`config.mk`:
```
export PLATFORM = sky130hd
export DESIGN_NAME = pipeline_hazard_irq_ctrl_flat
export DESIGN_NICKNAME = d
export VERILOG_FILES = /design/src/rtl/pipeline_hazard_irq_ctrl_pkg.sv /design/src/rtl/pipeline_hazard_irq_ctrl_if.sv /design/src/rtl/pipeline_hazard_irq_ctrl_irq_prio_enc.sv /design/src/rtl/pipeline_hazard_irq_ctrl.sv /design/src/flat_wrapper.sv
export SDC_FILE = /design/constraint.sdc
export NUM_CORES = 1
export LEC_CHECK = 0
export CAP_MARGIN = 20
export CELL_PAD_IN_SITES_DETAIL_PLACEMENT = 1
export CELL_PAD_IN_SITES_GLOBAL_PLACEMENT = 2
export CORE_ASPECT_RATIO = 0.75
export CORE_UTILIZATION = 18
export CTS_CLUSTER_DIAMETER = 200
export DETAILED_ROUTE_END_ITERATION = 10
export PLACE_DENSITY = 0.83
export SLEW_MARGIN = 20
export SYNTH_ARGS = -nofsm -noshare
export SYNTH_HDL_FRONTEND = slang
export SYNTH_SLANG_ARGS = --single-unit
```
`constraint.sdc`:
```
create_clock -name clk -period 3.01 [get_ports clk]
set_input_delay 0.903 -clock clk [delete_from_list [all_inputs] [get_ports clk]]
set_output_delay 0.903 -clock clk [all_outputs]
set_load 0.05 [all_outputs]
```
`src/rtl/pipeline_hazard_irq_ctrl_pkg.sv`:
```
// Shared types and constants for the pipeline hazard / interrupt controller.
// Optional build macro IRQ_VECTORED_EN is consumed by the top module.
package pipe_ctrl_pkg;

  typedef enum logic [1:0] {
    FWD_RF = 2'b00,
    FWD_W  = 2'b01,
    FWD_M  = 2'b10
  } fwd_sel_t;

  typedef enum logic [1:0] {
    IDLE = 2'b00,
    WAIT = 2'b01,
    ISR  = 2'b10
  } irq_state_t;

  localparam logic [1:0] RESULTSRC_LOAD = 2'b01;

  // Interrupt-id width; a single line still needs one bit
  function automatic int unsigned id_width(input int unsigned n);
    return (n > 1) ? $clog2(n) : 1;
  endfunction

endpackage

```
`src/rtl/pipeline_hazard_irq_ctrl_if.sv`:
```
// Pipeline-side bundle for the hazard / interrupt controller.
// master = pipeline (drives stage info), slave = controller.
interface pipeline_hazard_irq_ctrl_if #(
  parameter int unsigned XLEN    = 32,
  parameter int unsigned REG_AW  = 5,
  parameter int unsigned NUM_IRQ = 4
);
  import pipe_ctrl_pkg::*;

  localparam int unsigned IDW = id_width(NUM_IRQ);

  logic [REG_AW-1:0]  rs1_d, rs2_d, rs1_e, rs2_e;
  logic [REG_AW-1:0]  rd_e, rd_m, rd_w;
  logic               regwrite_m, regwrite_w;
  logic [1:0]         resultsrc_e;
  logic               pcsrc_e;
  logic               valid_e;
  logic [XLEN-1:0]    pc_e;
  logic               mret_e;
  logic               irq_glb_en;
  logic [NUM_IRQ-1:0] irq;

  fwd_sel_t           forwarda_e, forwardb_e;
  logic               stall_f, stall_d;
  logic               flush_d, flush_e;
  logic               trap_redirect;
  logic [XLEN-1:0]    trap_pc;
  logic [XLEN-1:0]    mepc;
  logic [IDW-1:0]     irq_id;
  logic [NUM_IRQ-1:0] irq_ack;
  logic               irq_active;

  modport master (
    output rs1_d, rs2_d, rs1_e, rs2_e, rd_e, rd_m, rd_w,
    output regwrite_m, regwrite_w, resultsrc_e, pcsrc_e, valid_e, pc_e,
    output mret_e, irq_glb_en, irq,
    input  forwarda_e, forwardb_e, stall_f, stall_d, flush_d, flush_e,
    input  trap_redirect, trap_pc, mepc, irq_id, irq_ack, irq_active
  );

  modport slave (
    input  rs1_d, rs2_d, rs1_e, rs2_e, rd_e, rd_m, rd_w,
    input  regwrite_m, regwrite_w, resultsrc_e, pcsrc_e, valid_e, pc_e,
    input  mret_e, irq_glb_en, irq,
    output forwarda_e, forwardb_e, stall_f, stall_d, flush_d, flush_e,
    output trap_redirect, trap_pc, mepc, irq_id, irq_ack, irq_active
  );

endinterface

```
`src/rtl/pipeline_hazard_irq_ctrl_irq_prio_enc.sv`:
```
// Fixed-priority encoder over pending interrupt lines; lowest index wins.
module irq_prio_enc #(
  parameter int unsigned NUM_IRQ = 4,
  parameter int unsigned IDW     = 2
) (
  input  logic [NUM_IRQ-1:0] pending,
  output logic               any,
  output logic [IDW-1:0]     winner,
  output logic [NUM_IRQ-1:0] onehot
);

  // Scan high to low so the lowest set index is written last
  always_comb begin
    any    = |pending;
    winner = '0;
    onehot = '0;
    for (int i = int'(NUM_IRQ) - 1; i >= 0; i--) begin
      if (pending[i]) begin
        winner = IDW'(i);
        onehot = NUM_IRQ'(1) << i;
      end
    end
  end

endmodule

```
`src/rtl/pipeline_hazard_irq_ctrl.sv`:
```
// Hazard unit (forwarding, load-use stall, branch flush) with prioritised interrupt entry/MRET return.
// Build macro IRQ_VECTORED_EN: per-line trap vectors at VEC_BASE + 4*id; otherwise a single vector.
module pipeline_hazard_irq_ctrl
  import pipe_ctrl_pkg::*;
#(
  parameter int unsigned     XLEN     = 32,
  parameter int unsigned     REG_AW   = 5,
  parameter int unsigned     NUM_IRQ  = 4,
  parameter logic [XLEN-1:0] VEC_BASE = XLEN'(32'h0000_0100)
) (
  input  logic                        clk,
  input  logic                        rst,
  pipeline_hazard_irq_ctrl_if.slave   bus
);

  localparam int unsigned IDW = id_width(NUM_IRQ);

  irq_state_t         state, state_nxt;
  logic [NUM_IRQ-1:0] pending, irq_q, onehot;
  logic               any;
  logic [IDW-1:0]     winner;
  logic               loaduse, take, mret_ret;
  logic [XLEN-1:0]    vec_pc;

  irq_prio_enc #(.NUM_IRQ(NUM_IRQ), .IDW(IDW)) u_prio_enc (
    .pending (pending),
    .any     (any),
    .winner  (winner),
    .onehot  (onehot)
  );

  // Operand forwarding: youngest producer (M) beats W; x0 never forwards
  always_comb begin
    bus.forwarda_e = FWD_RF;
    bus.forwardb_e = FWD_RF;
    if (bus.regwrite_m && bus.rd_m != '0 && bus.rd_m == bus.rs1_e)      bus.forwarda_e = FWD_M;
    else if (bus.regwrite_w && bus.rd_w != '0 && bus.rd_w == bus.rs1_e) bus.forwarda_e = FWD_W;
    if (bus.regwrite_m && bus.rd_m != '0 && bus.rd_m == bus.rs2_e)      bus.forwardb_e = FWD_M;
    else if (bus.regwrite_w && bus.rd_w != '0 && bus.rd_w == bus.rs2_e) bus.forwardb_e = FWD_W;
  end

  assign loaduse  = (bus.resultsrc_e == RESULTSRC_LOAD) && (bus.rd_e != '0) &&
                    ((bus.rd_e == bus.rs1_d) || (bus.rd_e == bus.rs2_d));
  assign mret_ret = (state == ISR) && bus.mret_e && bus.valid_e;
  assign take     = (state != ISR) && any && bus.irq_glb_en && bus.valid_e &&
                    !bus.pcsrc_e && !loaduse && !bus.mret_e;

`ifdef IRQ_VECTORED_EN
  assign vec_pc = VEC_BASE + XLEN'({winner, 2'b00});
`else
  assign vec_pc = VEC_BASE;
`endif

  always_ff @(posedge clk or negedge rst) begin
    if (!rst) state <= IDLE;
    else      state <= state_nxt;
  end

  // Next state plus all combinational pipeline-control outputs
  always_comb begin
    state_nxt         = state;
    bus.stall_f       = 1'b0;
    bus.stall_d       = 1'b0;
    bus.flush_d       = 1'b0;
    bus.flush_e       = 1'b0;
    bus.trap_redirect = 1'b0;
    bus.trap_pc       = '0;
    bus.irq_ack       = '0;

    case (state)
      IDLE:    if (take) state_nxt = ISR;
               else if (any) state_nxt = WAIT;
      WAIT:    if (take) state_nxt = ISR;
               else if (!any || !bus.irq_glb_en) state_nxt = IDLE;
      ISR:     if (mret_ret) state_nxt = any ? WAIT : IDLE;
      default: state_nxt = IDLE;
    endcase

    // A redirect or taken branch replaces the stalled fetch, so it drops the stall
    if (loaduse && !bus.pcsrc_e && !mret_ret) begin
      bus.stall_f = 1'b1;
      bus.stall_d = 1'b1;
      bus.flush_e = 1'b1;
    end
    if (bus.pcsrc_e || take || mret_ret) begin
      bus.flush_d = 1'b1;
      bus.flush_e = 1'b1;
    end
    if (take) begin
      bus.trap_redirect = 1'b1;
      bus.trap_pc       = vec_pc;
      bus.irq_ack       = onehot;
    end else if (mret_ret) begin
      bus.trap_redirect = 1'b1;
      bus.trap_pc       = bus.mepc;
    end
  end

  // Edge capture into pending: a new edge beats the acknowledge of the same line
  always_ff @(posedge clk or negedge rst) begin
    if (!rst) begin
      irq_q   <= '0;
      pending <= '0;
    end else begin
      irq_q   <= bus.irq;
      pending <= (pending & ~bus.irq_ack) | (bus.irq & ~irq_q);
    end
  end

  // E is squashed on take, so its PC is the return point
  always_ff @(posedge clk or negedge rst) begin
    if (!rst) begin
      bus.mepc       <= '0;
      bus.irq_id     <= '0;
      bus.irq_active <= 1'b0;
    end else if (take) begin
      bus.mepc       <= bus.pc_e;
      bus.irq_id     <= winner;
      bus.irq_active <= 1'b1;
    end else if (mret_ret) begin
      bus.irq_active <= 1'b0;
    end
  end

endmodule

```
`src/flat_wrapper.sv`:
```
// flat-port wrapper written by rule: the top's interface ports become plain ports
module pipeline_hazard_irq_ctrl_flat import pipe_ctrl_pkg::*;
#(
  parameter int unsigned     XLEN     = 32,
  parameter int unsigned     REG_AW   = 5,
  parameter int unsigned     NUM_IRQ  = 4,
  parameter logic [XLEN-1:0] VEC_BASE = XLEN'(32'h0000_0100)
)
  (clk, rst, bus_rs1_d, bus_rs2_d, bus_rs1_e, bus_rs2_e, bus_rd_e, bus_rd_m, bus_rd_w, bus_regwrite_m, bus_regwrite_w, bus_resultsrc_e, bus_pcsrc_e, bus_valid_e, bus_pc_e, bus_mret_e, bus_irq_glb_en, bus_irq, bus_forwarda_e, bus_forwardb_e, bus_stall_f, bus_stall_d, bus_flush_d, bus_flush_e, bus_trap_redirect, bus_trap_pc, bus_mepc, bus_irq_id, bus_irq_ack, bus_irq_active);
  pipeline_hazard_irq_ctrl_if #(.XLEN(XLEN), .REG_AW(REG_AW), .NUM_IRQ(NUM_IRQ)) bus_i ();
  input  logic clk;
  input  logic rst;
  input wire logic [$bits(bus_i.rs1_d)-1:0] bus_rs1_d;
  input wire logic [$bits(bus_i.rs2_d)-1:0] bus_rs2_d;
  input wire logic [$bits(bus_i.rs1_e)-1:0] bus_rs1_e;
  input wire logic [$bits(bus_i.rs2_e)-1:0] bus_rs2_e;
  input wire logic [$bits(bus_i.rd_e)-1:0] bus_rd_e;
  input wire logic [$bits(bus_i.rd_m)-1:0] bus_rd_m;
  input wire logic [$bits(bus_i.rd_w)-1:0] bus_rd_w;
  input wire logic [$bits(bus_i.regwrite_m)-1:0] bus_regwrite_m;
  input wire logic [$bits(bus_i.regwrite_w)-1:0] bus_regwrite_w;
  input wire logic [$bits(bus_i.resultsrc_e)-1:0] bus_resultsrc_e;
  input wire logic [$bits(bus_i.pcsrc_e)-1:0] bus_pcsrc_e;
  input wire logic [$bits(bus_i.valid_e)-1:0] bus_valid_e;
  input wire logic [$bits(bus_i.pc_e)-1:0] bus_pc_e;
  input wire logic [$bits(bus_i.mret_e)-1:0] bus_mret_e;
  input wire logic [$bits(bus_i.irq_glb_en)-1:0] bus_irq_glb_en;
  input wire logic [$bits(bus_i.irq)-1:0] bus_irq;
  output wire logic [$bits(bus_i.forwarda_e)-1:0] bus_forwarda_e;
  output wire logic [$bits(bus_i.forwardb_e)-1:0] bus_forwardb_e;
  output wire logic [$bits(bus_i.stall_f)-1:0] bus_stall_f;
  output wire logic [$bits(bus_i.stall_d)-1:0] bus_stall_d;
  output wire logic [$bits(bus_i.flush_d)-1:0] bus_flush_d;
  output wire logic [$bits(bus_i.flush_e)-1:0] bus_flush_e;
  output wire logic [$bits(bus_i.trap_redirect)-1:0] bus_trap_redirect;
  output wire logic [$bits(bus_i.trap_pc)-1:0] bus_trap_pc;
  output wire logic [$bits(bus_i.mepc)-1:0] bus_mepc;
  output wire logic [$bits(bus_i.irq_id)-1:0] bus_irq_id;
  output wire logic [$bits(bus_i.irq_ack)-1:0] bus_irq_ack;
  output wire logic [$bits(bus_i.irq_active)-1:0] bus_irq_active;
  assign bus_i.rs1_d = bus_rs1_d;
  assign bus_i.rs2_d = bus_rs2_d;
  assign bus_i.rs1_e = bus_rs1_e;
  assign bus_i.rs2_e = bus_rs2_e;
  assign bus_i.rd_e = bus_rd_e;
  assign bus_i.rd_m = bus_rd_m;
  assign bus_i.rd_w = bus_rd_w;
  assign bus_i.regwrite_m = bus_regwrite_m;
  assign bus_i.regwrite_w = bus_regwrite_w;
  assign bus_i.resultsrc_e = bus_resultsrc_e;
  assign bus_i.pcsrc_e = bus_pcsrc_e;
  assign bus_i.valid_e = bus_valid_e;
  assign bus_i.pc_e = bus_pc_e;
  assign bus_i.mret_e = bus_mret_e;
  assign bus_i.irq_glb_en = bus_irq_glb_en;
  assign bus_i.irq = bus_irq;
  assign bus_forwarda_e = bus_i.forwarda_e;
  assign bus_forwardb_e = bus_i.forwardb_e;
  assign bus_stall_f = bus_i.stall_f;
  assign bus_stall_d = bus_i.stall_d;
  assign bus_flush_d = bus_i.flush_d;
  assign bus_flush_e = bus_i.flush_e;
  assign bus_trap_redirect = bus_i.trap_redirect;
  assign bus_trap_pc = bus_i.trap_pc;
  assign bus_mepc = bus_i.mepc;
  assign bus_irq_id = bus_i.irq_id;
  assign bus_irq_ack = bus_i.irq_ack;
  assign bus_irq_active = bus_i.irq_active;
  pipeline_hazard_irq_ctrl #(.XLEN(XLEN), .REG_AW(REG_AW), .NUM_IRQ(NUM_IRQ), .VEC_BASE(VEC_BASE)) u_core (.clk(clk), .rst(rst), .bus(bus_i));
endmodule
```
; After elaboration in Yosys (flattened, before gate mapping)
; Cells that the tools add are included.
[totals]
reg_bits = 45
latchBits = 0
ram_bits = 0
romBits = 0
inputBits = 81
output_inout_bits = 80
word_cells = 88
n_memories = 0
[classes]
add_sub_neg = 0
multipliers = 0
div_mod_pow = 0
magnitude_cmp = 0
eq_ne = 13
n_shift = 0
n_mux = 29
bitwise_logic = 5
n_reduce_logical = 35
[op_table]
columns = cell, n
row1 = $mux W32, 2
row2 = $eq A5 B5 Y1, 6
row3 = $mux W2, 11
row4 = $mux W4, 5
row5 = $logic_and A1 B1 Y1, 18
row6 = $reduce_bool A5 Y1, 3
row7 = $mux W1, 10
row8 = $and A4 B4 Y4, 2
row9 = $not A4 Y4, 2
row10 = $logic_not A1 Y1, 6
row11 = $ne A3 B1 Y1 const B, 2
row12 = $pmux W2 S3, 1
row13 = $eq A2 B1 Y1 const B, 2
row14 = $logic_or A1 B1 Y1, 4
row15 = $or A4 B4 Y4, 1
row16 = $reduce_or A4 Y1, 1
row17 = $reduce_and A3 Y1, 1
row18 = $eq A2 B2 Y1 const B, 1
row19 = $logic_not A2 Y1, 1
row20 = $ne A2 B1 Y1 const B, 1
row21 = $ne A2 B2 Y1 const B, 1
row22 = $reduce_bool A2 Y1, 1

; Longest topological paths before layout
[depth]
ltp_word = 11
mapped_depth = 6

; Cells and area by module
; A second synthesis with hierarchy kept.
[unflattened]
cells_unflattened = 219
area_unflattened_um2 = 2512.4
[modules_own_cells]
columns = module, n_inst, cells_per_inst, area_each_um2, seq_area_each_um2
row1 = pipeline_hazard_irq_ctrl, 1, 208, 2451.1, 1126.1
row2 = irq_prio_enc, 1, 11, 61.3, 0.0

; Worst setup path before layout
; No wires, ideal clock.
[synth_timing]
path_type = in2out
start = in bus_rd_m[1]
end = out bus_forwarda_e[0]
arrival_ns = 3.480
required_time_ns = 2.107
slack_ns = -1.373
cell_stages = 4
n_path_buf = 0
path_cell_list = or4_1 > o21ai_0 > nor4_1 > nor4_1
[synth_between]
elab_chain_cells = 4
[synth_rtl]
columns = item, line_no
row1 = "start, declared", flat_wrapper.sv:18  ; input wire logic [$bits(bus_i.rd_m)-1:0] bus_rd_m;
row2 = $reduce_bool A5 Y1, pipeline_hazard_irq_ctrl.sv:36  ; if (bus.regwrite_m && bus.rd_m != '0 && bus.rd_m == bus.rs1_e) bus.forwarda_e = FWD_M;
row3 = $logic_and A1 B1 Y1, pipeline_hazard_irq_ctrl.sv:36
row4 = $logic_and A1 B1 Y1 (*), pipeline_hazard_irq_ctrl.sv:36
row5 = $mux W2 (*), pipeline_hazard_irq_ctrl.sv:36
row6 = "end, declared", flat_wrapper.sv:29  ; output wire logic [$bits(bus_i.forwarda_e)-1:0] bus_forwarda_e;
; Mark *: on every way between the ends. The rest lies on a longest branch, timed or not.

; Worst setup path after layout
[layout_timing]
start = in bus_rd_e[3]
end = out bus_irq_ack[0]
[layout_between]
elab_chain_cells = 7
[layout_rtl]
columns = item, line_no
row1 = "start, declared", flat_wrapper.sv:17  ; input wire logic [$bits(bus_i.rd_e)-1:0] bus_rd_e;
row2 = $eq A5 B5 Y1 or $reduce_bool A5 Y1 (tied branches), "pipeline_hazard_irq_ctrl.sv:43, pipeline_hazard_irq_ctrl.sv:42"
row3 = $logic_or A1 B1 Y1 or $logic_and A1 B1 Y1 (tied branches), "pipeline_hazard_irq_ctrl.sv:43, pipeline_hazard_irq_ctrl.sv:42"
row4 = $logic_and A1 B1 Y1 (*), pipeline_hazard_irq_ctrl.sv:42  ; assign loaduse = (bus.resultsrc_e == RESULTSRC_LOAD) && (bus.rd_e != '0) &&
row5 = $logic_not A1 Y1 (*), pipeline_hazard_irq_ctrl.sv:46  ; !bus.pcsrc_e && !loaduse && !bus.mret_e;
row6 = $logic_and A1 B1 Y1 (*) (2 in a row), pipeline_hazard_irq_ctrl.sv:46
row7 = $mux W4 (*), pipeline_hazard_irq_ctrl.sv:89  ; if (take) begin
row8 = "end, declared", flat_wrapper.sv:39  ; output wire logic [$bits(bus_i.irq_ack)-1:0] bus_irq_ack;
; Marks and branches as above.

==> metrics.csv <==
stage,metric,value,unit
detailed_routing,detail-route-antenna-nets,0,
setup_path,required,2.11,ns
clock_network,cts_buffers,5,
logic_synthesis,ys_ff_latch,45,
sta,max_slew_margin,52.5,%
place,hpwl,7770,um
run_status,violations,setup timing,
pwr,p_sw_share,39.2,%
place,gp_congestion,0.832,
logic_synthesis,synth.most_common_cell,dfrtp_1,
sta,hold_viol,0,
setup_path,ff2ff_path_depth,8,
logic_synthesis,synth_largest_area_cell,dfrtp_1,
setup_path,cp_num_buf_inv,4,
layout,nets,499,
sta,rsz0062_at_grt,true,
grt,antenna_found_initial,0,
layout,post_route_cells_drive_above_1_share,47.3,%
setup_path,reg2reg_slack,0.87,ns
pwr,p_seq_share,33.6,%
logic_synthesis,synth_edf_count,0,
setup_path,slowest_stage,or4_4,
logic_synthesis,synth-async-reset-ratio,100,%
floorplan,die_x,136,um
detailed_routing,vias_per_cell,4.13,
setup_path,critical_path_class,in2out,
pwr,intPower,0.00147,W
logic_synthesis,yosysSeqAreaShare,46.6,%
grt,grt_max_degree,31,
sta,fmax,0.299,GHz
grt,grt.total_usage,14.4,%
clock_network,cts.sinks,45,
detailed_routing,first_pass_iters,4,
clock_network,clock_path_buffers,2,
setup_path,worstPathCellList,"buf_6, or4_4, nor2_4, nor3b_4, buf_12, a21oi_4, buf_12, and2_4, buf_12",
setup_path,critPathLaunch,bus_rd_e[3],
logic_synthesis,syn_inst,215,
logic_synthesis,syn-cell-area,2420,sq um
grt,grt_pass1_wl,15100,um
detailed_routing,via_count,2439,
sta,setup_viol,13,
setup_path,reg2reg_from,u_core.state[0]$_DFFE_PN0P_,
setup_path,cp.arrival,2.44,ns
clock_network,cts_tree,built,
logic_synthesis,synth_commonest_cells,"dfrtp_1, and2_1, mux2_2",
floorplan,num_rows,36,
detailed_routing,drt-total-wl,9930,um
detailed_routing,remaining_drc_errors,0,
setup_path,path_depth,9,
grt,grt.overflow.total,0,
sta,fin_crit,3.34,ns
place,placedCellCount,577,
sta,finalCritPeriodShare,111,%
logic_synthesis,synth_area_leaders,"dfrtp_1, mux2_2, and2_1",
pwr,cellPowerDensity,440,nW/um^2
place,io_buffers,160,
setup_path,cp-end-kind,output port,
floorplan,ios,161,
run_status,status,"finished, violations left",
clock_network,root_buffer,clkbuf_16,
setup_path,startpoint_type,input pin,
floorplan,start_util,18.5,%
pwr,comb_power_share,43.8,%
logic_synthesis,synth_nets,296,
detailed_routing,drtIter0Drc,42,
setup_path,max_stage_delay,0.54,ns
setup_path,critPathCapture,bus_irq_ack[0],
logic_synthesis,ys_warn_count,0,
sta,skew,0.00600,ns
logic_synthesis,synth.top_cell.area_share,46.6,%
floorplan,core,13100,sq um
logic_synthesis,synth-main-ff-cell,dfrtp_1,
grt,grt_pass1_vias,2770,
pwr,p_leak,2.31,nW
clock_network,cts.clk_slew.worst_paths,0.07,ns
clock_network,ctsHtreeMaxLevel,2,
sta,drv_slew,0,
sta,fin_hold_ws,0.427,ns
floorplan,dieArea,13900,sq um
logic_synthesis,yosysUniqueCellTypes,29,
layout,instances_no_fill,590,
sta,worst_pin_slew,0.712,ns
floorplan,dieHeight,102,um
pwr,vdd_drop_max,254,uV
pwr,clockPowerShare,22.6,%
clock_network,clock_latency,0.29,ns
logic_synthesis,synth.avg_cell_area,11.2,sq um
setup_path,timing.rr.end,u_core.bus.mepc[16]$_DFFE_PN0N_,
setup_path,critPathMaxFanout,4,
pwr,p_switching,0.000947,W
detailed_routing,wl_per_cell,16.8,um
layout,insertedDiodeCount,0,
layout,areaGrowthSynthToFinish,127,%
setup_path,crit_top_cell,buf_12,
hold_path,hold_path_class,reg2reg,
sta,worst_slack,-0.333,ns
place,dp_slack,-0.737,ns
flow_run,max-cap-violations,0,
pwr,power,0.00242,W
setup_path,path_delay_family,simple AND/OR/NAND/NOR gates,
layout make-up:
class                   instances  area [sq um]
multi-input cells             155          1550
clock inverters                 2          15.0
well taps                     171           214
clock buffers                   6           129
flip-flops and latches         45          1130
inverters                       7          26.3
repair buffers                204          2430
fillers                      1396          7570
cell usage in the layout, fill, tap and decap left out, types with 2 or more instances in the layout:
cell and instances:
xnor2_2 11, nor2_4 2, and2_4 4, xnor2_1 4, clkdlybuf4s15_1 4, buf_6 19
xor2_1 12, dfrtp_1 45, mux2_1 8, or4_4 5, buf_2 5, and2_1 30
inv_1 7, nand2b_1 2, nand2b_4 2, nand2_1 3, clkinvlp_4 2, clkbuf_16 6
buf_12 48, nor4_4 4, nand3_2 5, nand2_2 2, o21ai_0 2, mux2_2 27
dlygate4sd2_1 14, buf_4 28, o22ai_1 3, nor2_1 5, clkbuf_2 9, a21oi_1 4
xor2_2 2, clkdlybuf4s50_1 72
worst reg2reg max path, cell delays in order, from the launching register on:
cell	delay [ns]
dfrtp_1	0.36
nand2b_1	0.21
nand4_1	0.17
nand2b_4	0.19
buf_4	0.16
a21oi_4	0.15
buf_12	0.12
buf_4	0.28
mux2_2	0.39
registers in the layout, summed over array words and instances, names as in the netlist:
signal and count:
u_core.bus.irq_active 1, u_core.pending 4, u_core.irq_q 4, u_core.bus.mepc 32
u_core.state 2, u_core.bus.irq_id 2
cell families (layout without fill, tap and decap cells):
family	Yosys count	in the layout	share of synthesized area [%]
mux	35	35	16.3
simple gates	73	73	17.7
xor+xnor	30	30	10.9
flops	45	45	46.6
compound gates	17	17	4.82
buf+inv	15	219	3.73
through the flow:
step                area, sq um  utilization (%)  setup TNS [ns]
CTS                        5380             41.2           -3.48
floorplan                  2580                -           -1.07
global route               5490             42.0           -3.94
detailed placement         5100             39.1          -23.52
finish                     5490             42.0           -3.27
global placement           5100             39.1          -20.51
what timing repair did:
item / CTS / global route
hold endpoints to repair: 0 / 0
hold buffers: 0 / 0
endpoints found under the setup margin: 45 / 36
cloned: 1 / 1
gates resized for setup: 112 / 51
setup buffers: 1 / 3
pin swaps: 35 / 24
power by group through the flow:
stage               Sequential (W)  Clock [W]  Combinational (W)
detailed placement        0.000824          0            0.00104
finish                    0.000813   0.000545            0.00106
global route              0.000832   0.000593            0.00110
global placement          0.000816          0            0.00102
CTS                       0.000817   0.000573            0.00105
floorplan                  0.00118          0           0.000201
routing by layer:
layer | global-route usage (%) | vias up | part of all wire (%)
met5 | 0 | - | 0
met3 | 4.41 | 13 | 7.2
met1 | 17.4 | 1185 | 42
met2 | 25.2 | 103 | 50
li1 | - | 1138 | -
met4 | 3.20 | 0 | 1.3
worst min path at each step:
| stage | start | cells after the start | endpoint | slack, ns |
|---|---|---|---|---|
| floorplan | u_core.irq_q[3]$_DFF_PN0_ | 1 | u_core.pending[3]$_DFF_PN0_ | 0.41 |
| global placement | u_core.irq_q[0]$_DFF_PN0_ | 1 | u_core.pending[0]$_DFF_PN0_ | 0.41 |
| detailed placement | u_core.irq_q[0]$_DFF_PN0_ | 1 | u_core.pending[0]$_DFF_PN0_ | 0.43 |
| CTS | u_core.irq_q[0]$_DFF_PN0_ | 1 | u_core.pending[0]$_DFF_PN0_ | 0.43 |
| global route | u_core.irq_q[0]$_DFF_PN0_ | 1 | u_core.pending[0]$_DFF_PN0_ | 0.45 |
| finish | u_core.irq_q[0]$_DFF_PN0_ | 1 | u_core.pending[0]$_DFF_PN0_ | 0.43 |
No activity file was read; power rests on OpenSTA's default activity.
==> RTL change 1 (same flow settings) <==
The 3 states of `irq_state_t` get a one-hot encoding in 3 bits.
--- a/src/rtl/pipeline_hazard_irq_ctrl_pkg.sv
+++ b/src/rtl/pipeline_hazard_irq_ctrl_pkg.sv
@@ -8,10 +8,10 @@
     FWD_M  = 2'b10
   } fwd_sel_t;
 
-  typedef enum logic [1:0] {
-    IDLE = 2'b00,
-    WAIT = 2'b01,
-    ISR  = 2'b10
+  typedef enum logic [2:0] {
+    IDLE = 3'b001,
+    WAIT = 3'b010,
+    ISR  = 3'b100
   } irq_state_t;
 
   localparam logic [1:0] RESULTSRC_LOAD = 2'b01;
Behaviour: no difference found for any inputs over 10 cycles, from zero or initial values and one cycle with rst low; not proved beyond that.
==> RTL change 1 against the original RTL <==
- highest routed layer unchanged
- routed wire length up 1.7%
- the run still ends with negative setup slack left
- utilization up 1.4 points
- area after synthesis up 2.1%
- synthesized cell count up 1.9%
- setup slack worse by 0.012 ns
- critical path depth down 2
- power up 8.2%
- cell area up 4.1%
- sequential cell count up 1
- sequential power up 6.5%
- die area up 2.0%
==> RTL change 1: results (changes against the original RTL) <==
relative slew slack -> 0.444 (-0.0813)
HPWL Detailed -> 7640 um (-1.7%)
failing checks -> negative setup slack
list of most frequent post-synthesis cells -> dfrtp_1 (45), and2_1 (33), mux2_2 (33)
crit path max fanout -> 3 (-1)
WL per Instance -> 16.5 um (-1.8%)
area post-placement -> 5160 um^2 (+1.2%)
fraction of layout cells with a size suffix above 1 -> 0.516 (+0.0434)
outcome -> finished with violations
global placer's final weighted congestion -> 0.745 (-10%)
Synth Net Count -> 300 (+1.4%)
Yosys cell types -> 32 (+10%)
vias post-DR -> 2,506 (+2.7%)
Seq/Total Area, Yosys -> 0.467 (+0.00120)
Setup violations, final -> 13 (unchanged)
antenna violations before repair -> 0 (unchanged)
worst clock skew -> 0.00771 ns (+0.00171 ns)
FF-to-FF Start -> u_core.state[0]$_DFFE_PN1P_
setup TNS -> -3.42 ns (-0.157 ns)
global-route wire length before repair -> 15,200 um (+0.28%)
Static Leak -> 2.42 nW (+4.8%)
Peak supply drop -> 0.317 mV (+25%)
DR iter-0 viols -> 36 (-14%)
WHS -> 0.441 ns (+0.0139 ns)
Worst Setup SP -> bus_rd_e[2]
number of global-route vias before repair -> 2,820 (+1.8%)
Reg2Reg Setup Slack -> 0.84 ns (-0.03 ns)
layout net count -> 520 (+4.2%)
largest net degree at the start of global routing -> 35 (+13%)
Fillers -> 1,391 (-0.36%)
most area-consuming cells after synthesis -> dfrtp_1 (46%), mux2_2 (15%), and2_1 (8.4%)
final worst slack -> -0.346 ns (-0.0124 ns)
## RTL change 1: changes by cell type in the layout (fill, tap and decap cells not counted), moves of 6 or more
cell / before / now
buf_4: 28 / 36
mux2_1: 8 / 1
buf_2: 5 / 11
buf_6: 19 / 28
mux2_2: 27 / 33
## RTL change 1: worst paths after layout
path,endpoint,cells past startpoint
worst min register to register,u_core.pending[0]$_DFF_PN0_,1
max in group asynchronous,u_core.bus.mepc[20]$_DFFE_PN0N_,2
worst max register to register,u_core.bus.mepc[2]$_DFFE_PN0N_,7
worst max-delay path,bus_irq_ack[2],7
worst min-delay path,u_core.pending[0]$_DFF_PN0_,1
min in group asynchronous,u_core.bus.mepc[24]$_DFFE_PN0N_,1
## RTL change 1: final cells by class
| class | count | area, um^2 | area share |
|---|---|---|---|
| clock inverter | 3 | 18.8 | 0.00329 |
| timing repair buffer | 221 | 2560 | 0.449 |
| clock buffer | 5 | 125 | 0.0219 |
| tap | 171 | 214 | 0.0375 |
| sequential | 46 | 1150 | 0.202 |
| multi-input combinational | 160 | 1620 | 0.284 |
| inverter | 5 | 18.8 | 0.00329 |
## RTL change 1: stage by stage
stage	setup WS [ns]	std cells
finish	-0.346	611
global route	-0.388	611
CTS	-0.299	601
detailed placement	-0.730	585
global placement	-0.710	585
floorplan	-0.238	219
## RTL change 1: report_power, final
part | total [W] | internal (W) | switching (W)
Combinational | 0.00119 | 0.000507 | 0.000684
Sequential | 0.000866 | 0.000758 | 0.000107
Clock | 0.000558 | 0.000308 | 0.000249
## RTL change 1: worst max-delay path: stages
cell       delay [ns]
buf_6            0.10
or4_4            0.55
nor2_4           0.16
nor3b_4          0.08
a2111oi_4        0.33
and2_4           0.21
buf_12           0.13
## RTL change 1: metal layers
metal	GRT usage	wire (um)	vias to the layer above
met4	0.0313	132	0
met2	0.246	4870	94
met1	0.169	4280	1212
met3	0.0536	817	10
met5	0	0	-
li1	-	-	1190
## RTL change 1: logic make-up after synthesis
family	Yosys count	synth area share
AOI/OAI and AO/OA	15	0.0416
DFF	46	0.467
muxes	34	0.155
and+or+nand+nor	79	0.189
xor gates and xnor gates	32	0.114
buffers and inverters	13	0.0335
## RTL change 1: what timing repair did
item | CTS | global route
hold buffers | 0 | 0
gates cloned | 0 | 3
pin swaps | 38 | 13
setup buffers | 9 | 7
resized for setup | 150 | 33
setup endpoints to repair | 66 | 44
==> RTL change 2 (config.mk and constraints unchanged) <==
Without the edit above. `NUM_IRQ` is set to 4 in 4 places; all go to 8.
--- a/src/rtl/pipeline_hazard_irq_ctrl_if.sv
+++ b/src/rtl/pipeline_hazard_irq_ctrl_if.sv
@@ -3,7 +3,7 @@
 interface pipeline_hazard_irq_ctrl_if #(
   parameter int unsigned XLEN    = 32,
   parameter int unsigned REG_AW  = 5,
-  parameter int unsigned NUM_IRQ = 4
+  parameter int unsigned NUM_IRQ = 8
 );
   import pipe_ctrl_pkg::*;
 
--- a/src/rtl/pipeline_hazard_irq_ctrl_irq_prio_enc.sv
+++ b/src/rtl/pipeline_hazard_irq_ctrl_irq_prio_enc.sv
@@ -1,6 +1,6 @@
 // Fixed-priority encoder over pending interrupt lines; lowest index wins.
 module irq_prio_enc #(
-  parameter int unsigned NUM_IRQ = 4,
+  parameter int unsigned NUM_IRQ = 8,
   parameter int unsigned IDW     = 2
 ) (
   input  logic [NUM_IRQ-1:0] pending,
--- a/src/rtl/pipeline_hazard_irq_ctrl.sv
+++ b/src/rtl/pipeline_hazard_irq_ctrl.sv
@@ -5,7 +5,7 @@
 #(
   parameter int unsigned     XLEN     = 32,
   parameter int unsigned     REG_AW   = 5,
-  parameter int unsigned     NUM_IRQ  = 4,
+  parameter int unsigned     NUM_IRQ  = 8,
   parameter logic [XLEN-1:0] VEC_BASE = XLEN'(32'h0000_0100)
 ) (
   input  logic                        clk,
--- a/src/flat_wrapper.sv
+++ b/src/flat_wrapper.sv
@@ -3,7 +3,7 @@
 #(
   parameter int unsigned     XLEN     = 32,
   parameter int unsigned     REG_AW   = 5,
-  parameter int unsigned     NUM_IRQ  = 4,
+  parameter int unsigned     NUM_IRQ  = 8,
   parameter logic [XLEN-1:0] VEC_BASE = XLEN'(32'h0000_0100)
 )
   (clk, rst, bus_rs1_d, bus_rs2_d, bus_rs1_e, bus_rs2_e, bus_rd_e, bus_rd_m, bus_rd_w, bus_regwrite_m, bus_regwrite_w, bus_resultsrc_e, bus_pcsrc_e, bus_valid_e, bus_pc_e, bus_mret_e, bus_irq_glb_en, bus_irq, bus_forwarda_e, bus_forwardb_e, bus_stall_f, bus_stall_d, bus_flush_d, bus_flush_e, bus_trap_redirect, bus_trap_pc, bus_mepc, bus_irq_id, bus_irq_ack, bus_irq_active);
Interface: changed (resized bus_irq, bus_irq_ack and bus_irq_id); port bits go from 161 to 170. The function was not compared with the original's and may differ.
==> RTL change 2 against the original RTL <==
- the flow still finishes with violations (negative setup slack)
- utilization down 0.71 points
- clock power is 43% higher
- power is 20% higher
- via count up 17%
- die area is 22% higher
- sequential cell count up 9
- register-to-register slack got worse by 0.38 ns
- clock skew rose by 0.0041 ns
- critical path depth decreased by 2
- area after synthesis rose by 23%
- first-iteration DRC count up 12%
- routed wire length grew 19%
- setup slack got worse by 0.15 ns
- cell area is 21% higher
==> RTL change 2: results (changes against the original RTL) <==
critical path class -> reg -> out
Clk network pwr share -> 0.268 (+0.042)
CP arrival -> 2.59 ns (+0.15 ns)
biggest regs -> u_core.bus.mepc x32, u_core.irq_q x8, u_core.pending x8
fraction of layout cells with a size suffix above 1 -> 0.538 (+0.0659)
Final Non-Filler Cells -> 704 (+19%)
FF-to-FF Start -> u_core.pending[3]$_DFF_PN0_
hold path endpoint -> u_core.pending[7]$_DFF_PN0_
Setup violations, final -> 17 (+4)
sw frac -> 0.353 (-0.0391)
global-route wire length before repair -> 18,400 um (+22%)
Yosys cell types -> 36 (+24%)
most area-consuming cells after synthesis -> dfrtp_1 (46%), mux2_4 (16%), and2_1 (7.2%)
Synth Flop Type -> dfrtp_1
CTS clk-pin slew, worst paths -> 0.07 ns (about the same)
final core occ -> 0.413 (-0.00707)
largest net degree at the start of global routing -> 55 (+77%)
hold path cells -> 1 (unchanged)
global placer's final weighted congestion -> 0.785 (-5.6%)
Peak supply drop -> 0.291 mV (+14%)
routed vias/inst -> 4.06 (-1.8%)
final worst slack -> -0.488 ns (-0.155 ns)
worst clock skew -> 0.0101 ns (+0.00405 ns)
area post-placement -> 5960 um^2 (+17%)
Post-synth ARST share -> 1.00 (unchanged)
Port Buffers -> 169 (+5.6%)
All-Layer GR Usage -> 0.141 (-0.00307)
crit path max fanout -> 5 (+1)
Reg2Reg Setup Slack -> 0.49 ns (-0.38 ns)
WHS -> 0.440 ns (+0.0135 ns)
Clock Latency Late Sink -> 0.30 ns
clk buf depth -> 2 (unchanged)
1st-pass router iterations -> 3 (-1)
mean post-synth cell area -> 11.6 um^2 (+3.6%)
failing checks -> negative setup slack
DR iter-0 viols -> 47 (+12%)
Seq/Total Area, Yosys -> 0.455 (-0.0110)
outcome -> finished with violations
layout net count -> 578 (+16%)
drt total wl -> 11,800 um (+19%)
number of global-route vias before repair -> 3,403 (+23%)
Synth Net Count -> 340 (+15%)
Static Leak -> 2.79 nW (+21%)
worst slew pin tran -> 0.727 ns (+0.0154 ns)
reg-to-reg endpoint -> u_core.bus.mepc[0]$_DFFE_PN0N_
Comb. pwr -> 0.00118 W (+11%)
CTS buffer count -> 5 (unchanged)
list of most frequent post-synthesis cells -> dfrtp_1 (54), and2_1 (34), mux2_4 (32)
Reg2Reg Depth -> 8 (unchanged)
Fillers -> 1,671 (+20%)
HPWL Detailed -> 8980 um (+16%)
Net Switching -> 0.00102 W (+8.0%)
hold path start -> u_core.irq_q[7]$_DFF_PN0_
Critical Path End -> bus_flush_d
placed insts -> 677 (+17%)
RTL change 2: changes by cell type after synthesis, sizes merged, moves of 2 or more:
cell and change:
dfrtp +9, nor2b +4, a21oi +3, nor2 +3, nor3 +3, nor4 +3, a211oi +2, nand3 -2
o22ai +2, or4 +2
RTL change 2: cell type report:
type,count,share of cell area
timing repair buffer,240,0.424
multi-input combinational,184,0.298
sequential,54,0.204
tap,210,0.0396
clock buffer,6,0.0209
clock inverter,2,0.00905
inverter,8,0.00452
RTL change 2: metal layers:
layer | share of wire | up-vias | global-route usage
met5 | 0 | - | 0
met4 | 0.0061 | 0 | 0.0303
met3 | 0.070 | 5 | 0.0468
met2 | 0.50 | 94 | 0.239
met1 | 0.42 | 1400 | 0.173
li1 | - | 1360 | -
RTL change 2: stage by stage:
| step | worst slack (ns) | setup TNS [ns] |
|---|---|---|
| floorplan | -0.291 | -3.15 |
| global placement | -0.841 | -32.11 |
| detailed placement | -0.854 | -34.83 |
| CTS | -0.543 | -6.02 |
| global route | -0.554 | -6.74 |
| finish | -0.488 | -5.78 |
RTL change 2: what timing repair did:
action	in CTS	in global routing
gates cloned	0	2
pin swaps	39	29
hold buffers	0	0
endpoints found under the setup margin	68	38
setup buffers	9	11
resized for setup	145	73
RTL change 2: cell families after synthesis:
| kind of cell | count (synthesis) | synth area share |
|---|---|---|
| mux | 36 | 0.177 |
| simple gates | 89 | 0.178 |
| xor+xnor | 30 | 0.0885 |
| flops | 54 | 0.455 |
| buf+inv | 17 | 0.0329 |
| compound gates | 29 | 0.0687 |
RTL change 2: critical path, stage by stage, from the launching register on:
cell and delay (ns):
dfrtp_1 0.39, or4_4 0.54, or4_4 0.47, o21bai_4 0.20, a21oi_4 0.06, buf_12 0.13
or3_4 0.34, buf_12 0.16
